**config.mk**
```make
export PLATFORM = sky130hd
export DESIGN_NAME = multicycle_control
export DESIGN_NICKNAME = d
export VERILOG_FILES = /design/src/rtl/mips_ctrl_pkg.sv /design/src/rtl/mem_wait_timer.sv /design/src/rtl/multicycle_control.sv
export SDC_FILE = /design/constraint.sdc
export NUM_CORES = 1
export LEC_CHECK = 0
export CORE_AREA = 3 3 55 57
export DETAILED_ROUTE_END_ITERATION = 7
export DIE_AREA = 0 0 58 60
export PLACE_DENSITY_LB_ADDON = 0.08
export SYNTH_ARGS = -nofsm -noshare
export SYNTH_HDL_FRONTEND = slang
export SYNTH_SLANG_ARGS = --single-unit
```
**constraint.sdc**
```tcl
create_clock -name clk -period 3.7 [get_ports clk]
set_clock_uncertainty 0.2 [all_clocks]
set_input_delay 0.555 -clock clk [delete_from_list [all_inputs] [get_ports clk]]
set_output_delay 0.555 -clock clk [all_outputs]
set_load 0.01 [all_outputs]
```
**src/rtl/mips_ctrl_pkg.sv**
```systemverilog
// Shared encodings for the multi-cycle MIPS control unit: opcodes, funct codes,
// FSM states, ALU operation codes and datapath mux selects.
package mips_ctrl_pkg;

  localparam logic [5:0] OP_RTYPE = 6'h00;
  localparam logic [5:0] OP_J     = 6'h02;
  localparam logic [5:0] OP_JAL   = 6'h03;
  localparam logic [5:0] OP_BEQ   = 6'h04;
  localparam logic [5:0] OP_BNE   = 6'h05;
  localparam logic [5:0] OP_ADDI  = 6'h08;
  localparam logic [5:0] OP_ANDI  = 6'h0C;
  localparam logic [5:0] OP_ORI   = 6'h0D;
  localparam logic [5:0] OP_LUI   = 6'h0F;
  localparam logic [5:0] OP_LW    = 6'h23;
  localparam logic [5:0] OP_SW    = 6'h2B;

  localparam logic [5:0] FUNCT_JR = 6'h08;

  typedef enum logic [3:0] {
    S_FETCH    = 4'd0,
    S_DECODE   = 4'd1,
    S_MEM_ADDR = 4'd2,
    S_MEM_RD   = 4'd3,
    S_MEM_WB   = 4'd4,
    S_MEM_WR   = 4'd5,
    S_EXEC_R   = 4'd6,
    S_R_WB     = 4'd7,
    S_EXEC_I   = 4'd8,
    S_I_WB     = 4'd9,
    S_BRANCH   = 4'd10,
    S_JUMP     = 4'd11,
    S_JAL      = 4'd12,
    S_JR       = 4'd13,
    S_FAULT    = 4'd14
  } state_e;

  localparam logic [2:0] ALU_ADD    = 3'b100;
  localparam logic [2:0] ALU_AND    = 3'b011;
  localparam logic [2:0] ALU_OR     = 3'b101;
  localparam logic [2:0] ALU_LUI    = 3'b001;
  localparam logic [2:0] ALU_SUB_EQ = 3'b010;
  localparam logic [2:0] ALU_SUB_NE = 3'b110;
  localparam logic [2:0] ALU_RTYPE  = 3'b111;

  localparam logic [1:0] PCSRC_ALU    = 2'b00;
  localparam logic [1:0] PCSRC_ALUOUT = 2'b01;
  localparam logic [1:0] PCSRC_JUMP   = 2'b10;
  localparam logic [1:0] PCSRC_REGA   = 2'b11;

  localparam logic [1:0] SRCB_REGB   = 2'b00;
  localparam logic [1:0] SRCB_FOUR   = 2'b01;
  localparam logic [1:0] SRCB_IMM    = 2'b10;
  localparam logic [1:0] SRCB_IMM_SH = 2'b11;

  // States that hold a memory strobe and wait on mem_ready.
  function automatic logic is_wait_state(state_e s);
    return (s == S_FETCH) || (s == S_MEM_RD) || (s == S_MEM_WR);
  endfunction

endpackage

```
**src/rtl/mem_wait_timer.sv**
```systemverilog
// Counts consecutive cycles spent waiting on memory and flags the cycle in
// which the wait budget is exhausted.
module mem_wait_timer #(
  parameter int MEM_TIMEOUT = 15
) (
  input  logic clk,
  input  logic reset,
  input  logic clear,
  input  logic waiting,
  output logic expired
);

  logic [7:0] count_q, count_d;

  always_comb begin
    count_d = count_q;
    if (clear)        count_d = '0;
    else if (waiting) count_d = count_q + 8'd1;
  end

  // NOTE: sequential state uses non-blocking assignments so every flop samples
  // pre-edge values regardless of process evaluation order.
  always_ff @(posedge clk or posedge reset) begin
    if (reset) count_q <= '0;
    else       count_q <= count_d;
  end

  // This is the MEM_TIMEOUT-th stalled cycle; a ready memory never expires.
  assign expired = waiting && (count_q == 8'(MEM_TIMEOUT - 1));

endmodule

```
**src/rtl/multicycle_control.sv**
```systemverilog
// Multi-cycle MIPS control FSM: sequences fetch/decode/execute/memory/write-back
// over a shared ALU and memory port, with a bounded memory-ready wait.
module multicycle_control
  import mips_ctrl_pkg::*;
#(
  parameter int MEM_TIMEOUT = 15,
  parameter int ALUOP_W     = 3
) (
  input  logic               clk,
  input  logic               reset,
  input  logic [5:0]         op,
  input  logic [5:0]         funct,
  input  logic               mem_ready,
  output logic               mem_read,
  output logic               mem_write,
  output logic               iord,
  output logic               ir_write,
  output logic               pc_write,
  output logic               pc_write_eq,
  output logic               pc_write_ne,
  output logic [1:0]         pc_source,
  output logic               reg_write,
  output logic               reg_dst,
  output logic               mem_to_reg,
  output logic               jal,
  output logic               alu_src_a,
  output logic [1:0]         alu_src_b,
  output logic [ALUOP_W-1:0] alu_op,
  output logic               fault,
  output logic [3:0]         state
);

  state_e     state_q, state_d;
  logic [2:0] alu_code;
  logic       wait_expired;

  always_ff @(posedge clk or posedge reset) begin
    if (reset) state_q <= S_FETCH;
    else       state_q <= state_d;
  end

  mem_wait_timer #(.MEM_TIMEOUT(MEM_TIMEOUT)) u_wait_timer (
    .clk     (clk),
    .reset   (reset),
    .clear   (state_d != state_q),
    .waiting (is_wait_state(state_q) && !mem_ready),
    .expired (wait_expired)
  );

  always_comb begin
    // NOTE: every output and state_d gets a default first, so no path through
    // the case below can leave a value unassigned and infer a latch.
    state_d     = state_q;
    mem_read    = 1'b0;
    mem_write   = 1'b0;
    iord        = 1'b0;
    ir_write    = 1'b0;
    pc_write    = 1'b0;
    pc_write_eq = 1'b0;
    pc_write_ne = 1'b0;
    pc_source   = PCSRC_ALU;
    reg_write   = 1'b0;
    reg_dst     = 1'b0;
    mem_to_reg  = 1'b0;
    jal         = 1'b0;
    alu_src_a   = 1'b0;
    alu_src_b   = SRCB_REGB;
    alu_code    = ALU_ADD;
    fault       = 1'b0;

    case (state_q)
      S_FETCH: begin
        mem_read  = 1'b1;
        alu_src_b = SRCB_FOUR;
        if (mem_ready) begin
          ir_write = 1'b1;
          pc_write = 1'b1;
          state_d  = S_DECODE;
        end else if (wait_expired) begin
          state_d = S_FAULT;
        end
      end
      S_DECODE: begin
        alu_src_b = SRCB_IMM_SH;
        case (op)
          OP_RTYPE:                        state_d = (funct == FUNCT_JR) ? S_JR : S_EXEC_R;
          OP_LW, OP_SW:                    state_d = S_MEM_ADDR;
          OP_ADDI, OP_ANDI, OP_ORI, OP_LUI: state_d = S_EXEC_I;
          OP_BEQ, OP_BNE:                  state_d = S_BRANCH;
          OP_J:                            state_d = S_JUMP;
          OP_JAL:                          state_d = S_JAL;
          default:                         state_d = S_FAULT;
        endcase
      end
      S_MEM_ADDR: begin
        alu_src_a = 1'b1;
        alu_src_b = SRCB_IMM;
        state_d   = (op == OP_SW) ? S_MEM_WR : S_MEM_RD;
      end
      S_MEM_RD: begin
        mem_read = 1'b1;
        iord     = 1'b1;
        if (mem_ready)         state_d = S_MEM_WB;
        else if (wait_expired) state_d = S_FAULT;
      end
      S_MEM_WB: begin
        reg_write  = 1'b1;
        mem_to_reg = 1'b1;
        state_d    = S_FETCH;
      end
      S_MEM_WR: begin
        mem_write = 1'b1;
        iord      = 1'b1;
        if (mem_ready)         state_d = S_FETCH;
        else if (wait_expired) state_d = S_FAULT;
      end
      S_EXEC_R: begin
        alu_src_a = 1'b1;
        alu_code  = ALU_RTYPE;
        state_d   = S_R_WB;
      end
      S_R_WB: begin
        reg_write = 1'b1;
        reg_dst   = 1'b1;
        state_d   = S_FETCH;
      end
      S_EXEC_I: begin
        alu_src_a = 1'b1;
        alu_src_b = SRCB_IMM;
        case (op)
          OP_ANDI: alu_code = ALU_AND;
          OP_ORI:  alu_code = ALU_OR;
          OP_LUI:  alu_code = ALU_LUI;
          default: alu_code = ALU_ADD;
        endcase
        state_d = S_I_WB;
      end
      S_I_WB: begin
        reg_write = 1'b1;
        state_d   = S_FETCH;
      end
      S_BRANCH: begin
        alu_src_a = 1'b1;
        pc_source = PCSRC_ALUOUT;
        if (op == OP_BNE) begin
          pc_write_ne = 1'b1;
          alu_code    = ALU_SUB_NE;
        end else begin
          pc_write_eq = 1'b1;
          alu_code    = ALU_SUB_EQ;
        end
        state_d = S_FETCH;
      end
      S_JUMP: begin
        pc_write  = 1'b1;
        pc_source = PCSRC_JUMP;
        state_d   = S_FETCH;
      end
      S_JAL: begin
        pc_write  = 1'b1;
        pc_source = PCSRC_JUMP;
        reg_write = 1'b1;
        jal       = 1'b1;
        state_d   = S_FETCH;
      end
      S_JR: begin
        pc_write  = 1'b1;
        pc_source = PCSRC_REGA;
        state_d   = S_FETCH;
      end
      S_FAULT: begin
        fault = 1'b1;
      end
      default: begin
        state_d = S_FAULT;
      end
    endcase
  end

  assign alu_op = ALUOP_W'(alu_code);
  assign state  = state_q;

endmodule

```
After elaboration in Yosys (flattened, before gate mapping)
Cells that the tools add are included.
{ "totals": {"register_bits": 12, "out_inout_bits": 24, "elab_cells": 80} }
{ "op_classes": {"addsub": 1, "eq_ne": 27, "mux": 31, "n_reduce_logical": 19} }
{ "ops": {"columns": ["op", "count"], "rows": [
  ["$pmux 4 s9", 1],
  ["$eq 6x4->1 const B", 5],
  ["$eq 4x4->1 const B", 7],
  ["$pmux 4 s6", 1],
  ["$mux 4", 5],
  ["$pmux 3 s3", 2],
  ["$eq 4x3->1 const B", 4],
  ["$mux 8", 2],
  ["$mux 1", 15],
  ["$eq 6x2->1 const B", 2],
  ["$eq 6x3->1 const B", 2],
  ["$eq 6x6->1 const B", 2],
  ["$pmux 2 s3", 2],
  ["$reduce_or 2->1", 6],
  ["$reduce_or 4->1", 3],
  ["$add 8x1->8 const B", 1],
  ["$eq 4x2->1 const B", 2],
  ["$eq 8x4->1 const B", 1],
  ["$reduce_or 7->1", 1],
  ["$logic_not 6->1", 1],
  ["$mux 3", 2],
  ["$eq 4x1->1 const B", 1],
  ["$logic_not 4->1", 1],
  ["$ne 4x4->1", 1],
  ["6 further kinds", 8]
]} }

Depth between registers and ports, before layout
Gate-level depths: netlist of the first run.
{ "depth": {"depth_word": 10, "depth_mapped": 7} }

Hierarchy
Synthesis of the first run repeated with hierarchy kept, for this count alone.
{ "hier_totals": {"hier_cells": 178, "hier_area_um2": 1286.2} }
{ "by_module_without_submodules": {"columns": ["mod", "n_inst", "cells_each", "area_per_inst_um2"], "rows": [
  ["multicycle_control", 1, 135, 860.8],
  ["mem_wait_timer", 1, 43, 425.4]
]} }

Worst setup path before layout of the first run
Ideal clock, no wire load.
{ "synth_timing": {"path_kind": "flip-flop to output port", "from": "reg state_q[3] (netlist: state[3])", "to": "out alu_op[2]", "arrival_time_ps": 1718, "t_required_ps": 2945, "slack_ps": 1227, "path_stages_with_launch": 7, "path_buffers": 1, "cell_sequence": "dfrtp_1 > clkbuf_1 > nor2b_1 > nand4_1 > nor4_1 > a31oi_1 > or2_2"} }
{ "synth_via": {"elab_chain_cells": 2, "elab_cells_between_ends": 4, "cone_classes": "eq/ne (3); mux (1)"} }
{ "synth_rtl": {"columns": ["element", "line_no", "source"], "rows": [
  ["start, declared", "multicycle_control.sv:33", "state_e state_q, state_d;"],
  ["start signal, assigned", "multicycle_control.sv:39", "else state_q <= state_d;"],
  ["$eq 4x4->1 / $eq 4x3->1 (equally long branches)", "multicycle_control.sv:71", "case (state_q)"],
  ["$pmux 3 s3 *", "multicycle_control.sv:71", null],
  ["end, declared", "multicycle_control.sv:28", "output logic [ALUOP_W-1:0] alu_op,"]
]} }
Mark *: on every way between the ends. The rest lies on a longest branch, timed or not.

Worst setup path after layout of the first run
{ "layout_timing": {"from": "in op[5]", "to": "out alu_op[2]"} }
{ "layout_via": {"elab_chain_cells": 3, "elab_cells_between_ends": 7, "cone_classes": "eq/ne (4); mux (3)"} }
{ "layout_rtl": {"columns": ["element", "line_no", "source"], "rows": [
  ["start, declared", "multicycle_control.sv:11", "input logic [5:0] op,"],
  ["$eq 6x4->1 / $eq 6x3->1 (equally long branches)", "multicycle_control.sv:130, multicycle_control.sv:145", null],
  ["$pmux 3 s3 / $mux 3 (equally long branches)", "multicycle_control.sv:130, multicycle_control.sv:145", null],
  ["$pmux 3 s3 *", "multicycle_control.sv:71", null]
]} }
Marks and branches as above.

==> results.py, run 1 <==
metrics = {
    "outcome": {
        "status": "finished, final reports clean",
    },
    "cells_and_area": {
        "stdcell_count": 245,
        "syn_to_final_growth_pct": 31.9,
        "num_antenna_cells": 0,
        "final_common_cell": "clkdlybuf4s50_1",
        "drive_above_1_share_pct": 7.91,
        "final_cell_mix": "38 x clkdlybuf4s50_1, 27 x nor2_1, 15 x nor3_1",
        "fin_nets": 234,
        "final_core_util_pct": 68.8,
    },
    "clocking": {
        "cts_max_level": 1,
        "clock_latency_ns": 0.27,
        "clock-sinks": 12,
        "cts_tree": "yes",
        "clk_path_buf_depth": 2,
        "clockRootBuffer": "clkbuf_4",
        "cts_hold_buf": 0,
        "postCtsSetupRepairBufs": 0,
        "cts_resized": 0,
        "clkTransAtPathRegs_ns": 0.08,
        "numCtsBuffers": 3,
    },
    "sta": {
        "whs_ns": 0.389,
        "rsz0062_at_grt": "no",
        "tns_ns": 0,
        "post-route-period-util_pct": 88.7,
        "finalMaxSlewViolations": 0,
        "worstMarginPinSlew_ns": 0.766,
        "hold_viol": 0,
        "finalSetupViolCount": 0,
        "post-route-min-period_ns": 3.28,
        "fmax_mhz": 305,
        "slew_headroom_pct": 49.0,
    },
    "placement": {
        "gp_congestion": 0.902,
        "dp.final_hpwl_um": 2810,
        "io_buffers": 38,
        "place_inst": 242,
    },
    "power": {
        "power.density_mw_per_mm2": 683,
        "p_leak_nw": 0.672,
        "ir_drop_mv": 0.547,
    },
    "drt": {
        "firstDrtPassIters": 5,
        "drt_iter0_drc": 136,
        "vias_per_cell": 6.12,
        "drc": 0,
        "finalWirelength_um": 3700,
        "postRouteAntennaNets": 0,
        "wire_per_inst_um": 15.1,
        "route.vias.total": 1500,
    },
    "floorplan": {
        "io_pins": 39,
        "die-area_mm2": 0.00348,
        "die_h_um": 60,
        "start_util_pct": 52.2,
        "fp.coreArea_mm2": 0.00252,
        "die_x_um": 58,
        "num_rows": 18,
    },
    "synthesis": {
        "synth.distinct_cells": 48,
        "ys.flop_type": "dfrtp_1",
        "ys_warn_count": 0,
        "async_flop_share_pct": 100,
        "syn-num-nets": 199,
        "synth_edf_count": 0,
        "synthCells": 182,
        "synth-seq-cells": 12,
        "syn_area_mm2": 0.00132,
        "avgSynthCellArea_um2": 7.23,
        "ys_seq_area_share_pct": 22.8,
    },
    "flow_run": {
        "drv_cap": 0,
    },
    "grt": {
        "grt_pass1_vias": 1360,
        "grt_start_max_net_pins": 27,
        "grt_overflow": 0,
        "grt_usage_pct": 22.5,
        "grt_pass1_wl_um": 6140,
        "antenna_found_initial": 0,
    },
    "worst_setup_path": {
        "required_ns": 2.94,
        "crit_type": "in2out",
        "cp_max_fo": 5,
        "start_kind": "input port",
        "reg2regPathDepth": 5,
        "end_kind": "output pin",
        "cp_data_arrival_time_ns": 2.53,
        "reg2reg_slack_ns": 0.92,
    },
    "hold_path": {
        "hold_path_class": "in2async",
    },
}
## final timing paths
check,from,to
max,op[5],alu_op[2]
min,reset,state[2]
max reg2reg,state[0],u_wait_timer.count_q[1]
min reg2reg,u_wait_timer.count_q[7],u_wait_timer.count_q[7]
max in group asynchronous,reset,u_wait_timer.count_q[5]
min in group clk,u_wait_timer.count_q[7],u_wait_timer.count_q[7]
## state kept, by name, indices dropped and copies added (netlist names)
name and count:
u_wait_timer.count_q 8, state 4
## synth_stat cells, types with 2 or more instances
cell	n	area [um^2]
o22ai_1	3	18.8
a2bb2oi_1	2	17.5
nand2_1	14	52.6
ha_1	2	25.0
a311oi_1	2	17.5
xor2_1	7	61.3
nor2b_1	4	25.0
inv_1	6	22.5
nand2b_1	5	31.3
xnor2_1	2	17.5
nor4_1	2	12.5
nand4_1	4	25.0
a21boi_0	2	15.0
o21ai_0	6	30.0
dfrtp_1	12	300
or3_1	3	18.8
nor2_1	27	101
and2_1	4	25.0
o31ai_1	2	15.0
a211oi_1	2	15.0
or2_2	3	18.8
clkbuf_1	10	37.5
a21oi_1	9	45.0
a31oi_1	2	12.5
nor3_1	15	75.1
o21bai_1	3	22.5
nand3_1	5	25.0
and3_1	4	25.0
## power breakdown
group / internal, mW / leakage (nW) / total, mW / switching (mW)
combinational: 0.408 / 0.497 / 0.856 / 0.447
clock: 0.0377 / 0.0138 / 0.0808 / 0.0431
sequential: 0.159 / 0.162 / 0.250 / 0.0908
## metal layers
| metal | vias up | part of all wire, % | GRT usage, % | routed length [um] |
|---|---|---|---|---|
| li1 | 731 | - | - | - |
| met1 | 699 | 45 | 29.1 | 1660 |
| met2 | 62 | 47 | 38.1 | 1750 |
| met3 | 8 | 6.2 | 4.97 | 230 |
| met4 | 0 | 1.5 | 5.63 | 55 |
| met5 | - | 0 | 0 | 0 |
## stage by stage
step / power, mW / instance area (um^2) / setup slack, ns
final: 1.19 / 1740 / 0.416
after global routing: 1.28 / 1740 / 0.245
after CTS: 1.18 / 1740 / 0.412
after detailed placement: 1.10 / 1710 / 0.417
after global placement: 1.08 / 1710 / 0.497
after floorplan: 0.784 / 1320 / 1.23
## critical path, cell delays in order
cell	delay, ns
clkdlybuf4s50_1	0.46
nor2_1	0.25
nand4_1	0.17
nor4_1	0.28
a31oi_1	0.06
or2_2	0.27
clkdlybuf4s50_1	0.48
## cell families after synthesis
group	synth area share [%]
AOI/OAI and AO/OA	23.7
muxes	0.760
and+or+nand+nor	38.8
adders and majority gates	1.90
buffers and inverters	6.08
xor gates and xnor gates	5.99
DFF	22.8
## area by class of cell
cell class / count / area (um^2)
clock buffers: 3 / 22.5
fillers: 224 / 786
inverters: 6 / 22.5
multi-input cells: 151 / 936
flip-flops and latches: 12 / 300
well taps: 30 / 37.5
repair buffers: 43 / 418
No activity file was read; power rests on OpenSTA's default activity.
==> inputs of run 2 (changes only) <==
Settings changed: SKIP_LAST_GASP from default to 1.
==> results of run 2 <==
The final DEF is identical to that of run 1; final timing and power are the same.
==> inputs of run 3 (changes only) <==
--- a/config.mk
+++ b/config.mk
@@ -7,6 +7,6 @@
 export LEC_CHECK = 0
-export CORE_AREA = 3 3 55 57
+export CORE_AREA = 2 2 54 56
 export DETAILED_ROUTE_END_ITERATION = 7
-export DIE_AREA = 0 0 58 60
-export PLACE_DENSITY_LB_ADDON = 0.08
+export DIE_AREA = 0 0 56 58
+export PLACE_DENSITY = 0.83
 export SKIP_LAST_GASP = 1
==> constraint.sdc (replaced) <==
create_clock -name clk -period 3.7 [get_ports clk]
set_clock_uncertainty 0.2 [all_clocks]
set_input_delay 0.74 -clock clk [delete_from_list [all_inputs] [get_ports clk]]
set_output_delay 0.74 -clock clk [all_outputs]
set_load 0.01 [all_outputs]
==> run 3 against run 2 <==
First-iteration DRC count decreased by 29%. Hold slack better by 0.047 ns. Combinational power rose by 6.2%. Utilization decreased by 1.4 points. Clock-buffer cell count rose by 1. Critical endpoint unchanged. Highest routed layer unchanged. Via count grew 5.2%. Fmax is 7.6% lower.
==> results.py, run 3 (synthesized netlist as in run 1, its figures left out) <==
metrics = {
    "cells_and_area": {
        "final_common_cell": "clkdlybuf4s50_1",
        "largest_register_ffs": 8,
        "fill_cells": 225,
        "num_antenna_cells": 0,
        "top_register": "u_wait_timer.count_q",
        "final_cell_mix": "38 x clkdlybuf4s50_1, 27 x nor2_1, 15 x nor3_1",
        "fin_area_mm2": 0.00180,
        "stdcell_count": 253,
        "syn_to_final_growth_pct": 36.5,
        "drive_above_1_share_pct": 10.8,
        "fin_nets": 240,
    },
    "worst_setup_path": {
        "crit_type": "in2out",
        "rr_endpoint": "u_wait_timer.count_q[1]",
        "end_kind": "output pin",
        "cp_max_fo": 5,
        "start_kind": "input port",
        "required_ns": 2.76,
        "regToRegStartpoint": "state[0]",
        "reg2reg_slack_ns": 0.89,
        "reg2regPathDepth": 6,
        "cp_data_arrival_time_ns": 2.61,
    },
    "grt": {
        "grt_start_max_net_pins": 21,
        "grt_pass1_wl_um": 6470,
        "grt_usage_pct": 24.9,
        "grt_pass1_vias": 1436,
        "antenna_found_initial": 0,
        "grt_overflow": 0,
    },
    "clocking": {
        "clockRootBuffer": "clkbuf_4",
        "clk_path_buf_depth": 2,
        "cts_hold_buf": 0,
        "clkTransAtPathRegs_ns": 0.08,
        "clock-sinks": 12,
        "cts_tree": "yes",
        "cts_resized": 0,
        "cts_max_level": 1,
        "postCtsSetupRepairBufs": 0,
        "numCtsBuffers": 3,
        "clock_latency_ns": 0.29,
    },
    "hold_path": {
        "hold_depth": 2,
        "hold_end": "u_wait_timer.count_q[6]",
        "hold_path_class": "reg2reg",
        "hold_start": "u_wait_timer.count_q[6]",
    },
    "drt": {
        "route.vias.total": 1578,
        "top_layer": "met4",
        "met2_length_um": 2050,
        "wirelength_met1_um": 1530,
        "vias_per_cell": 6.24,
        "drt_iter0_drc": 96,
        "finalWirelength_um": 3960,
        "firstDrtPassIters": 5,
        "wire_per_inst_um": 15.7,
        "wl_met3_um": 278,
        "drc": 0,
        "postRouteAntennaNets": 0,
    },
    "sta": {
        "post-route-period-util_pct": 96.0,
        "hold_viol": 0,
        "slew_headroom_pct": 59.1,
        "finalSetupViolCount": 0,
        "fmax_mhz": 281,
        "worstMarginPinSlew_ns": 0.607,
        "post-route-min-period_ns": 3.55,
        "finalMaxSlewViolations": 0,
        "tns_ns": 0,
        "layout_setup_ws_ns": 0.147,
        "rsz0062_at_grt": "no",
    },
    "power": {
        "power.share.sequential_pct": 18.5,
        "internal_power_mw": 0.639,
        "swShare_pct": 49.1,
        "p_leak_nw": 0.708,
        "finalPower_mw": 1.26,
        "pwr-share-clk_pct": 9.1,
        "p_comb_share_pct": 72.4,
        "ir_drop_mv": 0.452,
        "netSwitchingPower_mw": 0.617,
        "power.density_mw_per_mm2": 699,
    },
    "placement": {
        "placed_area_mm2": 0.00176,
        "place_inst": 249,
        "dp.final_hpwl_um": 3050,
        "pre_cts_slack_ns": 0.154,
        "gp_congestion": 0.857,
        "io_buffers": 38,
    },
    "floorplan": {
        "die_h_um": 58,
        "die-area_mm2": 0.00325,
        "start_util_pct": 49.4,
        "num_rows": 19,
        "fp.coreArea_mm2": 0.00266,
        "io_pins": 39,
        "die_x_um": 56,
    },
    "outcome": {
        "status": "finished, final reports clean",
    },
    "flow_run": {
        "drv_cap": 0,
    },
}
## run 3: worst max path at each step
stage,start,endpoint,slack (ns)
final,op[5],alu_op[2],0.15
after global routing,op[5],alu_op[2],0.01
after CTS,op[5],alu_op[2],0.15
after detailed placement,op[5],alu_op[2],0.15
after global placement,op[5],alu_op[2],0.22
after floorplan,state[3],alu_op[2],1.04
## run 3: area by class of cell
type	instances	area, um^2	area share (%)
clock buffer	4	36.3	2.02
inverter	6	22.5	1.25
multi-input combinational	151	936	52.1
sequential	12	300	16.7
tap	31	38.8	2.16
timing repair buffer	49	463	25.8
## run 3: metrics by stage
step	hold WS [ns]	util [%]
6_report	0.436	67.5
5_1_grt	0.461	67.5
4_1_cts	0.426	67.5
3_3_place_gp	0.380	66.1
3_5_place_dp	0.406	66.1
2_1_floorplan	0.358	-
## run 3: critical path: stages
cell and delay, ns:
clkdlybuf4s50_1 0.47, nor2_1 0.16, nand4_1 0.16, nor4_1 0.27, a31oi_1 0.07, or2_2 0.27
clkdlybuf4s50_1 0.48
## run 3: routing by layer
metal	vias to the layer above	GRT usage [%]
met1	736	29.3
li1	735	-
met4	0	9.86
met3	15	2.90
met5	-	0
met2	92	46.2
## run 3: power by group through the flow
stage                     clock network (mW)  registers [mW]  logic [mW]
after floorplan                            0           0.201       0.583
after global placement                     0           0.229       0.864
after detailed placement                   0           0.233       0.894
after CTS                              0.113           0.230       0.898
after global routing                   0.119           0.242       0.973
final                                  0.115           0.232       0.909
==> edit: new RTL, settings of run 2 <==
Change the parameter `ALUOP_W` from 3 to 6.
--- a/src/rtl/multicycle_control.sv
+++ b/src/rtl/multicycle_control.sv
@@ -4,7 +4,7 @@
   import mips_ctrl_pkg::*;
 #(
   parameter int MEM_TIMEOUT = 15,
-  parameter int ALUOP_W     = 3
+  parameter int ALUOP_W     = 6
 ) (
   input  logic               clk,
   input  logic               reset,
Interface: changed (resized alu_op); port bits go from 39 to 42. The function was not compared with the original's and may differ.
==> edit against run 2 <==
  * Synthesized cell count is 8.2% lower
  * Largest cell class unchanged
  * Global-route usage down 2.8 points
  * Setup slack worse by 0.17 ns
  * Wire length shrank 11%
  * Synthesized area down 2.9%
  * Sequential cell count unchanged
  * Cell area decreased by 1.7%
  * Non-clock buffer count increased by 1
  * Power down 4.2%
  * Core utilization decreased by 1.1 points
  * Cell count down 4.9%
  * Clock power rose by 25%
  * Count of clock-buffer cells in the layout increased by 1
  * First-iteration DRC count fell by 62%
==> edit: results (changes against run 2) <==
CELL_TYPES_WITH_THE_LARGEST_AREA_SHARE_AFTER_SYNTHESIS='sky130_fd_sc_hd__dfrtp_1, sky130_fd_sc_hd__nor2_1, sky130_fd_sc_hd__xor2_1'
PORT_BUFFERS=38  # unchanged
CRIT_PATH_MAX_FANOUT=7  # +2
CLOCK-ROOT-BUFFER='sky130_fd_sc_hd__clkbuf_4'
DETAIL_ROUTE.VIAS_PER_CELL=5.86  # -4.3%
YOSYSSEQAREASHARE_PCT=23.5  # +0.69 points
POSTSYNTH.ASYNCRESETSHARE_PCT=100  # unchanged
CLOCK_INSERTION_DELAY_WORST_SKEW_NS=0.27  # about the same
INSERTED_CLOCK_BUFFERS=3  # unchanged
YOSYS-TOP-CELLS-COUNT='sky130_fd_sc_hd__nor2_1, sky130_fd_sc_hd__nand2_1, sky130_fd_sc_hd__dfrtp_1'
FLIP_FLOP_COUNT_OF_THE_LARGEST_REGISTER_AFTER_LAYOUT=8  # unchanged
POWER.IR.VDD_WORST_uV=606  # +11%
SYNTH_CELL_TYPES=49  # +2.1%
CP_DATA_ARRIVAL_TIME_NS=2.70  # +0.17 ns
FINALNETCOUNT=221  # -5.6%
CLOCKBUFFERDEPTH=2  # unchanged
POST_CTS_BUFFERS=0  # unchanged
GRT_USE_TOTAL_PCT=19.7  # -2.8 points
DOMINANTREGCELLSYNTH='sky130_fd_sc_hd__dfrtp_1'
FINALWEIGHTEDCONGESTION=0.805  # -11%
DETAILED_ROUTER_S_FIRST_ITERATION_VIOLATION_COUNT=52  # -62%
DETAIL_ROUTE.FIRST_PASS.ITERATIONS=4  # -1
LEAKAGEPOWER_nW=0.664  # -1.2%
TIMING_WORST_SLEW_PIN_VALUE_NS=0.823  # +0.0572 ns
ROUTED_WIRE_LENGTH_PER_INSTANCE_UM=14.2  # -6.1%
DP_HPWL_MM=2.58  # -8.2%
TOP_REGISTER='u_wait_timer.count_q'
GRT_FIRST_PASS_WIRELENGTH_MM=5.49  # -11%
PROPORTION_OF_LAYOUT_CELLS_WITH_A_DRIVE_SUFFIX_ABOVE_1_PCT=10.3  # +2.4 points
VIAS_IN_THE_FIRST_GLOBAL_ROUTE=1276  # -6.2%
POST_PLACE_WORST_SLACK_NS=0.254  # -0.163 ns
HTREE_NUM_LEVELS=1  # unchanged
RUN_STATUS='finished clean'
==> edit: area by class of cell <==
type	count	area, µm²
Clock buffer	4	36.3
Inverter	7	26.3
Sequential cell	12	300
Timing Repair Buffer	44	425
Multi-Input combinational cell	136	882
Fill cell	241	815
Tap cell	30	37.5
==> edit: path summary, 6_finish.rpt <==
check,start,to,slack [ns],depth (start not counted)
min reg2reg,u_wait_timer.count_q[6],u_wait_timer.count_q[6],0.38,2
max reg2reg,state[1],u_wait_timer.count_q[7],0.80,7
min,reset,u_wait_timer.count_q[2],0.38,2
max,op[4],alu_op[2],0.25,6
min in group clk,u_wait_timer.count_q[6],u_wait_timer.count_q[6],0.38,2
max in group asynchronous,reset,u_wait_timer.count_q[6],2.61,2
==> edit: critical path, stage by stage <==
cell and delay, ns:
sky130_fd_sc_hd__clkdlybuf4s50_1 0.51, sky130_fd_sc_hd__or4_1 0.46, sky130_fd_sc_hd__or3_1 0.33, sky130_fd_sc_hd__nor3b_1 0.16
sky130_fd_sc_hd__a31oi_1 0.14, sky130_fd_sc_hd__clkdlybuf4s50_1 0.55
==> edit: layer usage <==
layer  track usage [%]  up-vias  wire length [µm]
met3              2.16        8               160
met2              35.0       46              1610
li1                  -      674                 -
met4              6.62        0                67
met5                 0        -                 0
met1              24.8      637              1470
==> edit: cell families after synthesis <==
logic type               Yosys count  share of synthesized area, %
flip-flops                        12                          23.5
AO/OA/AOI/OAI                     43                          26.9
other                              1                         0.294
multiplexers                       2                          1.57
adder cells (fa/ha/maj)            2                          1.96
buffers and inverters             21                          8.03
XOR/XNOR                          10                          6.86
AND/OR/NAND/NOR                   76                          30.9
==> edit: report_power, final <==
group	internal, mW	switching [mW]
Combinational	0.393	0.380
Sequential	0.158	0.106
Clock	0.0598	0.0407
==> edit: metrics by stage <==
| step | hold WS, ns | util [%] | cell area [µm²] | cells | total power [mW] |
|---|---|---|---|---|---|
| detailed placement | 0.358 | 66.3 | 1670 | 229 | 1.04 |
| finish | 0.379 | 67.7 | 1710 | 233 | 1.14 |
| global placement | 0.330 | 66.3 | 1670 | 229 | 1.02 |
| floorplan | 0.220 | - | 1280 | 169 | 0.753 |
| CTS | 0.379 | 67.7 | 1710 | 233 | 1.14 |
| global route | 0.420 | 67.7 | 1710 | 233 | 1.23 |
